<file path="src/rtl/mul_share_pkg.sv">
// Shared types, defaults and the round-robin pick helper for the shared-multiplier arbiter.
package mul_share_pkg;

  localparam int NUM_REQ_DEF = 4;
  localparam int WIDTH_DEF   = 8;
  localparam int MUL_LAT_DEF = 4;
  localparam int MAX_REQ     = 8;
  localparam int MAX_ID_W    = 3;

  // The ID field is sized for the largest legal requester count; narrower IDs are zero-extended.
  typedef struct packed {
    logic                vld;
    logic [MAX_ID_W-1:0] id;
  } tag_t;

  // One-hot pick of the first set mask bit at or after ptr, wrapping at n-1.
  function automatic logic [MAX_REQ-1:0] rr_pick(input logic [MAX_REQ-1:0] mask,
                                                 input int unsigned ptr,
                                                 input int unsigned n);
    logic [MAX_REQ-1:0] pick;
    logic               found;
    int unsigned        idx;
    pick  = '0;
    found = 1'b0;
    for (int unsigned k = 0; k < MAX_REQ; k++) begin
      idx = (ptr + k) % n;
      if (k < n && !found && mask[idx[2:0]]) begin
        pick[idx[2:0]] = 1'b1;
        found          = 1'b1;
      end
    end
    return pick;
  endfunction

endpackage

</file>
<file path="src/rtl/mul_share_arbiter_if.sv">
// Requester, response and multiplier-side signals of the shared-multiplier arbiter.
interface mul_share_arbiter_if import mul_share_pkg::*; #(
  parameter int NUM_REQ = NUM_REQ_DEF,
  parameter int WIDTH   = WIDTH_DEF,
  parameter int ID_W    = $clog2(NUM_REQ)
);
  logic [NUM_REQ-1:0]       req_valid;
  logic [NUM_REQ*WIDTH-1:0] req_a;
  logic [NUM_REQ*WIDTH-1:0] req_b;
  logic [NUM_REQ-1:0]       req_ready;
  logic [NUM_REQ-1:0]       rsp_valid;
  logic [ID_W-1:0]          rsp_id;
  logic [2*WIDTH-1:0]       rsp_data;
  logic [WIDTH-1:0]         mul_a;
  logic [WIDTH-1:0]         mul_b;
  logic                     mul_en_in;
  logic                     mul_en_out;
  logic [2*WIDTH-1:0]       mul_out;

  modport slave (
    input  req_valid, req_a, req_b, mul_en_out, mul_out,
    output req_ready, rsp_valid, rsp_id, rsp_data, mul_a, mul_b, mul_en_in
  );

  modport master (
    output req_valid, req_a, req_b, mul_en_out, mul_out,
    input  req_ready, rsp_valid, rsp_id, rsp_data, mul_a, mul_b, mul_en_in
  );
endinterface

</file>
<file path="src/rtl/mul_rr_arbiter.sv">
// Combinational round-robin grant: one-hot grant plus its encoded requester ID.
module mul_rr_arbiter import mul_share_pkg::*; #(
  parameter int NUM_REQ = NUM_REQ_DEF,
  parameter int ID_W    = $clog2(NUM_REQ)
) (
  input  logic               arb_en,
  input  logic [NUM_REQ-1:0] req_valid,
  input  logic [ID_W-1:0]    ptr,
  output logic [NUM_REQ-1:0] grant,
  output logic [ID_W-1:0]    grant_id
);
  logic [MAX_REQ-1:0] mask;

  always_comb begin
    mask               = '0;
    mask[NUM_REQ-1:0]  = req_valid;
    grant              = arb_en ? NUM_REQ'(rr_pick(mask, 32'(ptr), NUM_REQ)) : '0;
    grant_id           = '0;
    for (int i = 0; i < NUM_REQ; i++) begin
      if (grant[i]) grant_id = ID_W'(i);
    end
  end
endmodule

</file>
<file path="src/rtl/mul_share_arbiter.sv">
// Shares one fixed-latency pipelined multiplier among NUM_REQ requesters, returning
// each product to its originator and flagging multiplier valid misalignment.
module mul_share_arbiter import mul_share_pkg::*; #(
  parameter int NUM_REQ = NUM_REQ_DEF,
  parameter int WIDTH   = WIDTH_DEF,
  parameter int MUL_LAT = MUL_LAT_DEF,
  parameter int ID_W    = $clog2(NUM_REQ)
) (
  input  logic clk,
  input  logic rst_n,
  input  logic arb_en,
  input  logic err_clr,
  output logic busy,
  output logic err_sync,
  mul_share_arbiter_if.slave bus
);
  logic [ID_W-1:0]    ptr;
  logic [ID_W-1:0]    grant_id;
  logic [ID_W-1:0]    issue_id_p0;
  logic [NUM_REQ-1:0] grant;
  logic               xfer;
  tag_t               tag_p [MUL_LAT];
  tag_t               head;

  mul_rr_arbiter #(.NUM_REQ(NUM_REQ), .ID_W(ID_W)) u_rr (
    .arb_en    (arb_en),
    .req_valid (bus.req_valid),
    .ptr       (ptr),
    .grant     (grant),
    .grant_id  (grant_id)
  );

  assign bus.req_ready = grant;
  assign xfer          = |(grant & bus.req_valid);
  assign head          = tag_p[MUL_LAT-1];

  always_ff @(posedge clk or negedge rst_n) begin
    if (!rst_n)    ptr <= '0;
    else if (xfer) ptr <= (grant_id == ID_W'(NUM_REQ-1)) ? '0 : grant_id + 1'b1;
  end

  // Issue stage: granted operands onto the multiplier inputs
  always_ff @(posedge clk or negedge rst_n) begin
    if (!rst_n) begin
      bus.mul_a     <= '0;
      bus.mul_b     <= '0;
      bus.mul_en_in <= 1'b0;
      issue_id_p0   <= '0;
    end else if (xfer) begin
      bus.mul_a     <= bus.req_a[int'(grant_id)*WIDTH +: WIDTH];
      bus.mul_b     <= bus.req_b[int'(grant_id)*WIDTH +: WIDTH];
      bus.mul_en_in <= 1'b1;
      issue_id_p0   <= grant_id;
    end else begin
      bus.mul_a     <= '0;
      bus.mul_b     <= '0;
      bus.mul_en_in <= 1'b0;
      issue_id_p0   <= '0;
    end
  end

  // Tag stages: mirror the multiplier so the head lines up with mul_en_out
  always_ff @(posedge clk or negedge rst_n) begin
    if (!rst_n) begin
      for (int k = 0; k < MUL_LAT; k++) tag_p[k] <= '0;
    end else begin
      tag_p[0] <= '{vld: bus.mul_en_in, id: MAX_ID_W'(issue_id_p0)};
      for (int k = 1; k < MUL_LAT; k++) tag_p[k] <= tag_p[k-1];
    end
  end

  // Result stage: a product is delivered only when tag and multiplier agree
  always_ff @(posedge clk or negedge rst_n) begin
    if (!rst_n) begin
      bus.rsp_valid <= '0;
      bus.rsp_id    <= '0;
      bus.rsp_data  <= '0;
    end else if (head.vld && bus.mul_en_out) begin
      bus.rsp_valid <= NUM_REQ'(1) << head.id;
      bus.rsp_id    <= ID_W'(head.id);
      bus.rsp_data  <= bus.mul_out;
    end else begin
      bus.rsp_valid <= '0;
    end
  end

  // A fresh mismatch outranks a simultaneous clear
  always_ff @(posedge clk or negedge rst_n) begin
    if (!rst_n)                             err_sync <= 1'b0;
    else if (head.vld != bus.mul_en_out)    err_sync <= 1'b1;
    else if (err_clr)                       err_sync <= 1'b0;
  end

  always_comb begin
    busy = bus.mul_en_in;
    for (int k = 0; k < MUL_LAT; k++) busy = busy | tag_p[k].vld;
  end
endmodule
</file>
<file path="src/flat_wrapper.sv">
// flat-port wrapper written by rule: the top's interface ports become plain ports
module mul_share_arbiter_flat import mul_share_pkg::*;
#(
  parameter int NUM_REQ = NUM_REQ_DEF,
  parameter int WIDTH   = WIDTH_DEF,
  parameter int MUL_LAT = MUL_LAT_DEF,
  parameter int ID_W    = $clog2(NUM_REQ)
)
  (clk, rst_n, arb_en, err_clr, busy, err_sync, bus_req_valid, bus_req_a, bus_req_b, bus_mul_en_out, bus_mul_out, bus_req_ready, bus_rsp_valid, bus_rsp_id, bus_rsp_data, bus_mul_a, bus_mul_b, bus_mul_en_in);
  mul_share_arbiter_if #(.NUM_REQ(NUM_REQ), .WIDTH(WIDTH), .ID_W(ID_W)) bus_i ();
  input  logic clk;
  input  logic rst_n;
  input  logic arb_en;
  input  logic err_clr;
  output logic busy;
  output logic err_sync;
  input wire logic [$bits(bus_i.req_valid)-1:0] bus_req_valid;
  input wire logic [$bits(bus_i.req_a)-1:0] bus_req_a;
  input wire logic [$bits(bus_i.req_b)-1:0] bus_req_b;
  input wire logic [$bits(bus_i.mul_en_out)-1:0] bus_mul_en_out;
  input wire logic [$bits(bus_i.mul_out)-1:0] bus_mul_out;
  output wire logic [$bits(bus_i.req_ready)-1:0] bus_req_ready;
  output wire logic [$bits(bus_i.rsp_valid)-1:0] bus_rsp_valid;
  output wire logic [$bits(bus_i.rsp_id)-1:0] bus_rsp_id;
  output wire logic [$bits(bus_i.rsp_data)-1:0] bus_rsp_data;
  output wire logic [$bits(bus_i.mul_a)-1:0] bus_mul_a;
  output wire logic [$bits(bus_i.mul_b)-1:0] bus_mul_b;
  output wire logic [$bits(bus_i.mul_en_in)-1:0] bus_mul_en_in;
  assign bus_i.req_valid = bus_req_valid;
  assign bus_i.req_a = bus_req_a;
  assign bus_i.req_b = bus_req_b;
  assign bus_i.mul_en_out = bus_mul_en_out;
  assign bus_i.mul_out = bus_mul_out;
  assign bus_req_ready = bus_i.req_ready;
  assign bus_rsp_valid = bus_i.rsp_valid;
  assign bus_rsp_id = bus_i.rsp_id;
  assign bus_rsp_data = bus_i.rsp_data;
  assign bus_mul_a = bus_i.mul_a;
  assign bus_mul_b = bus_i.mul_b;
  assign bus_mul_en_in = bus_i.mul_en_in;
  mul_share_arbiter #(.NUM_REQ(NUM_REQ), .WIDTH(WIDTH), .MUL_LAT(MUL_LAT), .ID_W(ID_W)) u_core (.clk(clk), .rst_n(rst_n), .arb_en(arb_en), .err_clr(err_clr), .busy(busy), .err_sync(err_sync), .bus(bus_i));
endmodule
</file>
<file path="config.mk">
export PLATFORM = sky130hd
export DESIGN_NAME = mul_share_arbiter_flat
export DESIGN_NICKNAME = d
export VERILOG_FILES = /design/src/rtl/mul_share_pkg.sv /design/src/rtl/mul_share_arbiter_if.sv /design/src/rtl/mul_rr_arbiter.sv /design/src/rtl/mul_share_arbiter.sv /design/src/flat_wrapper.sv
export SDC_FILE = /design/constraint.sdc
export NUM_CORES = 1
export LEC_CHECK = 0
export ABC_AREA = 1
export BUFFER_PORTS_ARGS = -buffer_cell sky130_fd_sc_hd__buf_4
export CAP_MARGIN = 20
export CORE_ASPECT_RATIO = 1.5
export CORE_UTILIZATION = 50
export DETAILED_ROUTE_END_ITERATION = 16
export HOLD_SLACK_MARGIN = 0.05
export MAX_ROUTING_LAYER = met4
export PLACE_DENSITY = 0.9
export SYNTH_ARGS = -nofsm -noshare
export SYNTH_HDL_FRONTEND = slang
export SYNTH_SLANG_ARGS = --single-unit
</file>
<file path="constraint.sdc">
create_clock -name clk -period 5.55 [get_ports clk]
set_input_delay 0.8325 -clock clk [delete_from_list [all_inputs] [get_ports clk]]
set_output_delay 0.8325 -clock clk [all_outputs]
set_load 0.03 [all_outputs]
</file>
### Word level (Yosys, flattened, before mapping)

Index checks and enable logic that the tools add are counted.

* RAM bits: 0
* bits in read-only memories: 0
* output and inout bits: 45
* flip-flop bits (word level): 56
* word-level logic and storage cells: 90
* input port bits: 89
* memories kept: 0
* bits in latches: 0

* divide/modulo/power cells: 0
* add/subtract/negate cells: 4
* magnitude comparators: 8
* $mul: 0
* reduce and logical (&&, ||, !) cells: 13
* bitwise gates (word level): 8
* equality and inequality tests: 2
* mux-type cells: 35
* shift-type cells: 3

Operators by type and width (count)
* 32-bit by 6-bit indexed part select with 8-bit output: 2
* 4-bit 2-to-1 mux: 6
* 2-bit by 4-bit less-than comparator with 1-bit output, second input constant: 4
* 8-bit 2-to-1 mux: 2
* 1-bit 2-to-1 mux: 15
* 4-bit OR: 3
* 1-bit binary-select mux with 2-bit select: 4
* 1-bit demux with 2-bit select: 4
* 2-bit by 1-bit >= comparator with 1-bit output, second input constant: 4
* 1-bit logical AND: 8
* 2-bit 2-to-1 mux: 4
* 2-bit by 1-bit adder with 2-bit output, second input constant: 2
* 2-bit adder, second input constant: 2
* 4-bit bitwise AND: 1
* 1-bit OR: 4
* 4-bit OR reduction: 1
* 1-bit by 2-bit left shift with 4-bit output, first input constant: 1
* 1-bit logical NOT: 3
* 2-bit equality test, second input constant: 1
* 2-bit nonzero test: 1
* 1-bit != test: 1

### Longest topological paths before layout

* word-level depth: 18
* mapped depth: 18
* mapped depth without buffers: 16

### Modules after synthesis

A second synthesis with hierarchy kept.

* cell total of the unflattened synthesis: 382
* area total of the unflattened synthesis: 3189.3 um^2

By module, submodules not included
* mul_share_arbiter: area an instance 2732.6 um^2, times used 1, cells an instance 299
* mul_rr_arbiter: area an instance 456.7 um^2, times used 1, cells an instance 83

### Least setup slack after synthesis

OpenSTA, ideal clock, no wires.

* path type: flip-flop to output port
* from: register u_core.ptr[0]
* to: output bus_req_ready[0]
* arrival: 1.991 ns
* slack: 2.726 ns
* required time: 4.718 ns
* path buffers: 1
* cell stages (with the launch flop): 11
* cell sequence: dfrtp_1 -> buf_4 -> inv_4 -> ha_1 -> inv_1 -> nand3_1 -> nand2_1 -> nand2_4 -> nor2_2 -> a21oi_1 -> a21oi_1

* word-level cells in the longest chain between the ends: 13
* elaborated cells on any way between the ends: 48

RTL lines
* start, declared: RTL line mul_share_arbiter.sv:17 `logic [ID_W-1:0] ptr;`
* start signal, assigned: RTL line mul_share_arbiter.sv:39 `else if (xfer) ptr <= (grant_id == ID_W'(NUM_REQ-1)) ? '0 : grant_id + 1'b1;`
* parallel branches: the longest is 11 deep, another holds 2-bit by 4-bit less-than comparator with 1-bit output
* 4-bit 2-to-1 mux *: RTL line mul_share_pkg.sv:27 `if (k < n && !found && mask[idx[2:0]]) begin`
* 4-bit 2-to-1 mux *: RTL line mul_rr_arbiter.sv:17 `grant = arb_en ? NUM_REQ'(rr_pick(mask, 32'(ptr), NUM_REQ)) : '0;`
* end, declared: RTL line flat_wrapper.sv:22 `output wire logic [$bits(bus_i.req_ready)-1:0] bus_req_ready;`

Every way passes the cells marked *. The select of a mux whose other input is x is not followed.

### Final worst setup path

* from: register u_core.ptr[0]
* to: output bus_req_ready[3]

The elaborated chain is that of the path after synthesis.

==> impl_results.md <==
- Run status: complete, no violations
- Worst EP required: about 4.7 ns
- Netlist Area Pre-Place: approximately 3100 um2
- YS warnings: 0
- Initial core utilization: between 50% and 60%
- Gr usage total: between 20% and 30%
- CTS root buf: clkbuf_8
- Final Power: 0.00219 W
- Crit Path Max Fanout: 20
- Hold WS: 0.352 ns
- Leak: ~2.4 nW
- Final worst-path cycle share: a little over two thirds
- Half-perimeter wire length after placement: 5820 um
- CP arrival: between 3 and 4 ns
- DP Cell Count: about 580
- Die extent in y: 98.8 um
- DRC Markers: 0
- Yosys reg bits: between 50 and 60
- Iter 0 DRT Violations: about 110
- Least-Margin Pin Slew: ~0.86 ns
- DP Worst Slack: between 1.5 and 2 ns
- Clock sink total: 56
- Post-DRT Antenna Nets: 0
- Main area contributors after synthesis: dfrtp_1 45%, nand2_1 12%, inv_1 9.2%
- Wire per inst: about 13 um
- Setup TNS: 0 ns
- EDFF count, synth: 0
- Maximum root-to-sink buffer count: 2
- Synth async-reset ratio: 100%
- Top cell type's share of synthesized area: around 45%
- Clk pwr share: between 10% and 20%
- Crit Path Class: reg2out
- Final setup fails: 0
- Largest net degree at the start of global routing: 57
- TritonRoute pass-1 iters: 6
- Synth Net Count: around 480
- Startpoint Class: flip-flop
- Post-synth top flop: dfrtp_1
- Number of global-route vias before repair: 2,738
- CTS Buf Count: 5
- Total net switching power: around 0.0010 W
- Hold buffers post-CTS: 0
- Final worst path period need: 3.88 ns
- Chip width: about 67 um
- Number of setup buffers added after CTS: 0
- Leading cell type in the layout, fill and taps excluded: buf_4
- Post-Synthesis Cells: between 300 and 400
- P_int: 0.00118 W
- Layout cells sized above 1: between 30% and 40%
- Net count, final: between 600 and 700
- Final Hold Fails: 0
- H-tree Lvls: 2
- RD Place Congestion: ~0.85
- First-pass GRT wire length: around 12,000 um
- VDD IR-drop max: ~0.35 mV
- Combinational fraction of design power: between 50% and 60%
- Mean post-synth cell area: approximately 8.1 um2
- Non-filler cells, final: 582
- Clock skew: approximately 0.0062 ns
- Vias after detailed routing: between 2k and 3k
- Initial antenna violation count: 0
- Post-synthesis sequential area ratio: between 40% and 50%
- Synth area leader: dfrtp_1
- Slew Limit Headroom: around 43%
- CTS tree: done
- Worst skew pair latency: about 0.3 ns
- # IOs: between 100 and 150
- RSZ-0062 raised after global routing: no
- Flop pwr share: 28.2%
- Post-CTS sizing: 0
- Site row count: 34
- Power per Cell Area: between 500 and 600 nW/um2
- Core Area: 5910 um2
- Diode count: 0
- Sw Ratio: a little under half
- GRT overflow: 0
- PortBufs: between 100 and 150
- Routed WL: 7480 um
- Crit path capture type: primary output
- Max_cap viols: 0
- Worst setup margin: around 1.7 ns
- Hold Path Class: reg2reg
- Die area: about 6600 um2
- Count of cell types in the netlist: 28
- Area Overhead vs Synth: 35.3%
- Max Freq: between 0.2 and 0.3 GHz
- CTS clock-pin slew for the worst setup and hold paths: around 0.10 ns
- Routed vias/inst: just under 5
- Commonest non-fill, non-tap cells in the layout: 134 x buf_4, 96 x nand2_1, 77 x inv_1
- Pins Over Slew Limit: 0
-- cells in the mapped netlist, types with 2 or more instances --
master,n
nand2_2,4
mux2_2,16
nand2_1,96
inv_2,2
nand3_1,46
nor2_1,10
inv_1,77
clkinv_1,2
buf_4,3
nand3_2,3
nand2_4,3
a21oi_1,25
ha_1,9
buf_2,5
buf_6,6
clkbuf_1,2
dfrtp_1,56
a21oi_2,10
-- layout make-up --
type / instances / area [um2]
clock buffer: 5 / 68.8
inverter: 82 / 310
tap: 72 / 90.1
timing repair buffer: 134 / 1010
sequential: 56 / 1400
multi-input combinational: 231 / 1290
clock inverter: 2 / 60.1
fill: 478 / 1690
-- critical path: stages, from the launching register on --
cell      delay [ns]
dfrtp_1         0.63
inv_4           0.13
ha_1            0.37
inv_1           0.11
nand3_1         0.08
nand2_1         0.10
nand2_4         0.07
nor2_2          0.15
nand2_1         0.07
nand3b_1        0.08
nand2_1         0.47
inv_1           0.28
buf_4           0.20
-- state kept, by name, summed over array words and instances, names as in the netlist --
| signal | count |
|---|---|
| u_core.bus.mul_a | 8 |
| u_core.ptr | 2 |
| u_core.err_sync | 1 |
| u_core.bus.mul_b | 8 |
| u_core.bus.rsp_id | 2 |
| u_core.tag_p | 9 |
| u_core.issue_id_p0 | 2 |
| u_core.bus.rsp_data | 16 |
| u_core.bus.mul_en_in | 1 |
| u_core.bus.rsp_valid | 4 |
| u_core.head | 3 |
-- logic make-up after synthesis --
logic type | Yosys count | synth area share (%)
muxes | 16 | 5.76
AOI/OAI and AO/OA | 39 | 7.85
and+or+nand+nor | 167 | 24.1
adders and majority gates | 9 | 3.60
buffers and inverters | 98 | 13.9
DFF | 56 | 44.8
-- metrics by stage --
stage               utilization [%]  area, um2
detailed placement             69.3       4100
CTS                            71.5       4230
finish                         71.5       4230
global placement               69.3       4100
floorplan                         -       3130
global route                   71.5       4230
-- worst paths after layout --
path | cells after the start | from | slack (ns) | endpoint
max | 12 | u_core.ptr[0]$_DFFE_PN0P_ | 1.67 | bus_req_ready[3]
min | 0 | u_core.issue_id_p0[0]$_DFF_PN0_ | 0.35 | u_core.tag_p[12]$_DFF_PN0_
max reg2reg | 14 | u_core.ptr[0]$_DFFE_PN0P_ | 1.93 | u_core.bus.mul_b[4]$_DFF_PN0_
min reg2reg | 0 | u_core.issue_id_p0[0]$_DFF_PN0_ | 0.35 | u_core.tag_p[12]$_DFF_PN0_
max in group asynchronous | 1 | rst_n | 4.53 | u_core.bus.rsp_data[12]$_DFFE_PN0P_
min in group asynchronous | 1 | rst_n | 0.56 | u_core.bus.rsp_data[4]$_DFFE_PN0P_
-- layer usage --
layer	vias to the layer above	global-route usage [%]	wire length, um
met5	-	-	0
met4	0	9.49	209
met3	25	4.17	433
met2	130	43.6	4020
met1	1315	26.1	2820
li1	1420	-	-
-- power by group through the flow --
stage	registers (W)	clock network [W]	logic [W]
2_1_floorplan	0.000795	0	0.000787
3_3_place_gp	0.000617	0	0.00124
3_5_place_dp	0.000627	0	0.00127
4_1_cts	0.000618	0.000306	0.00127
5_1_grt	0.000632	0.000324	0.00139
6_report	0.000616	0.000299	0.00127
Power figures use the tool's default switching activity.
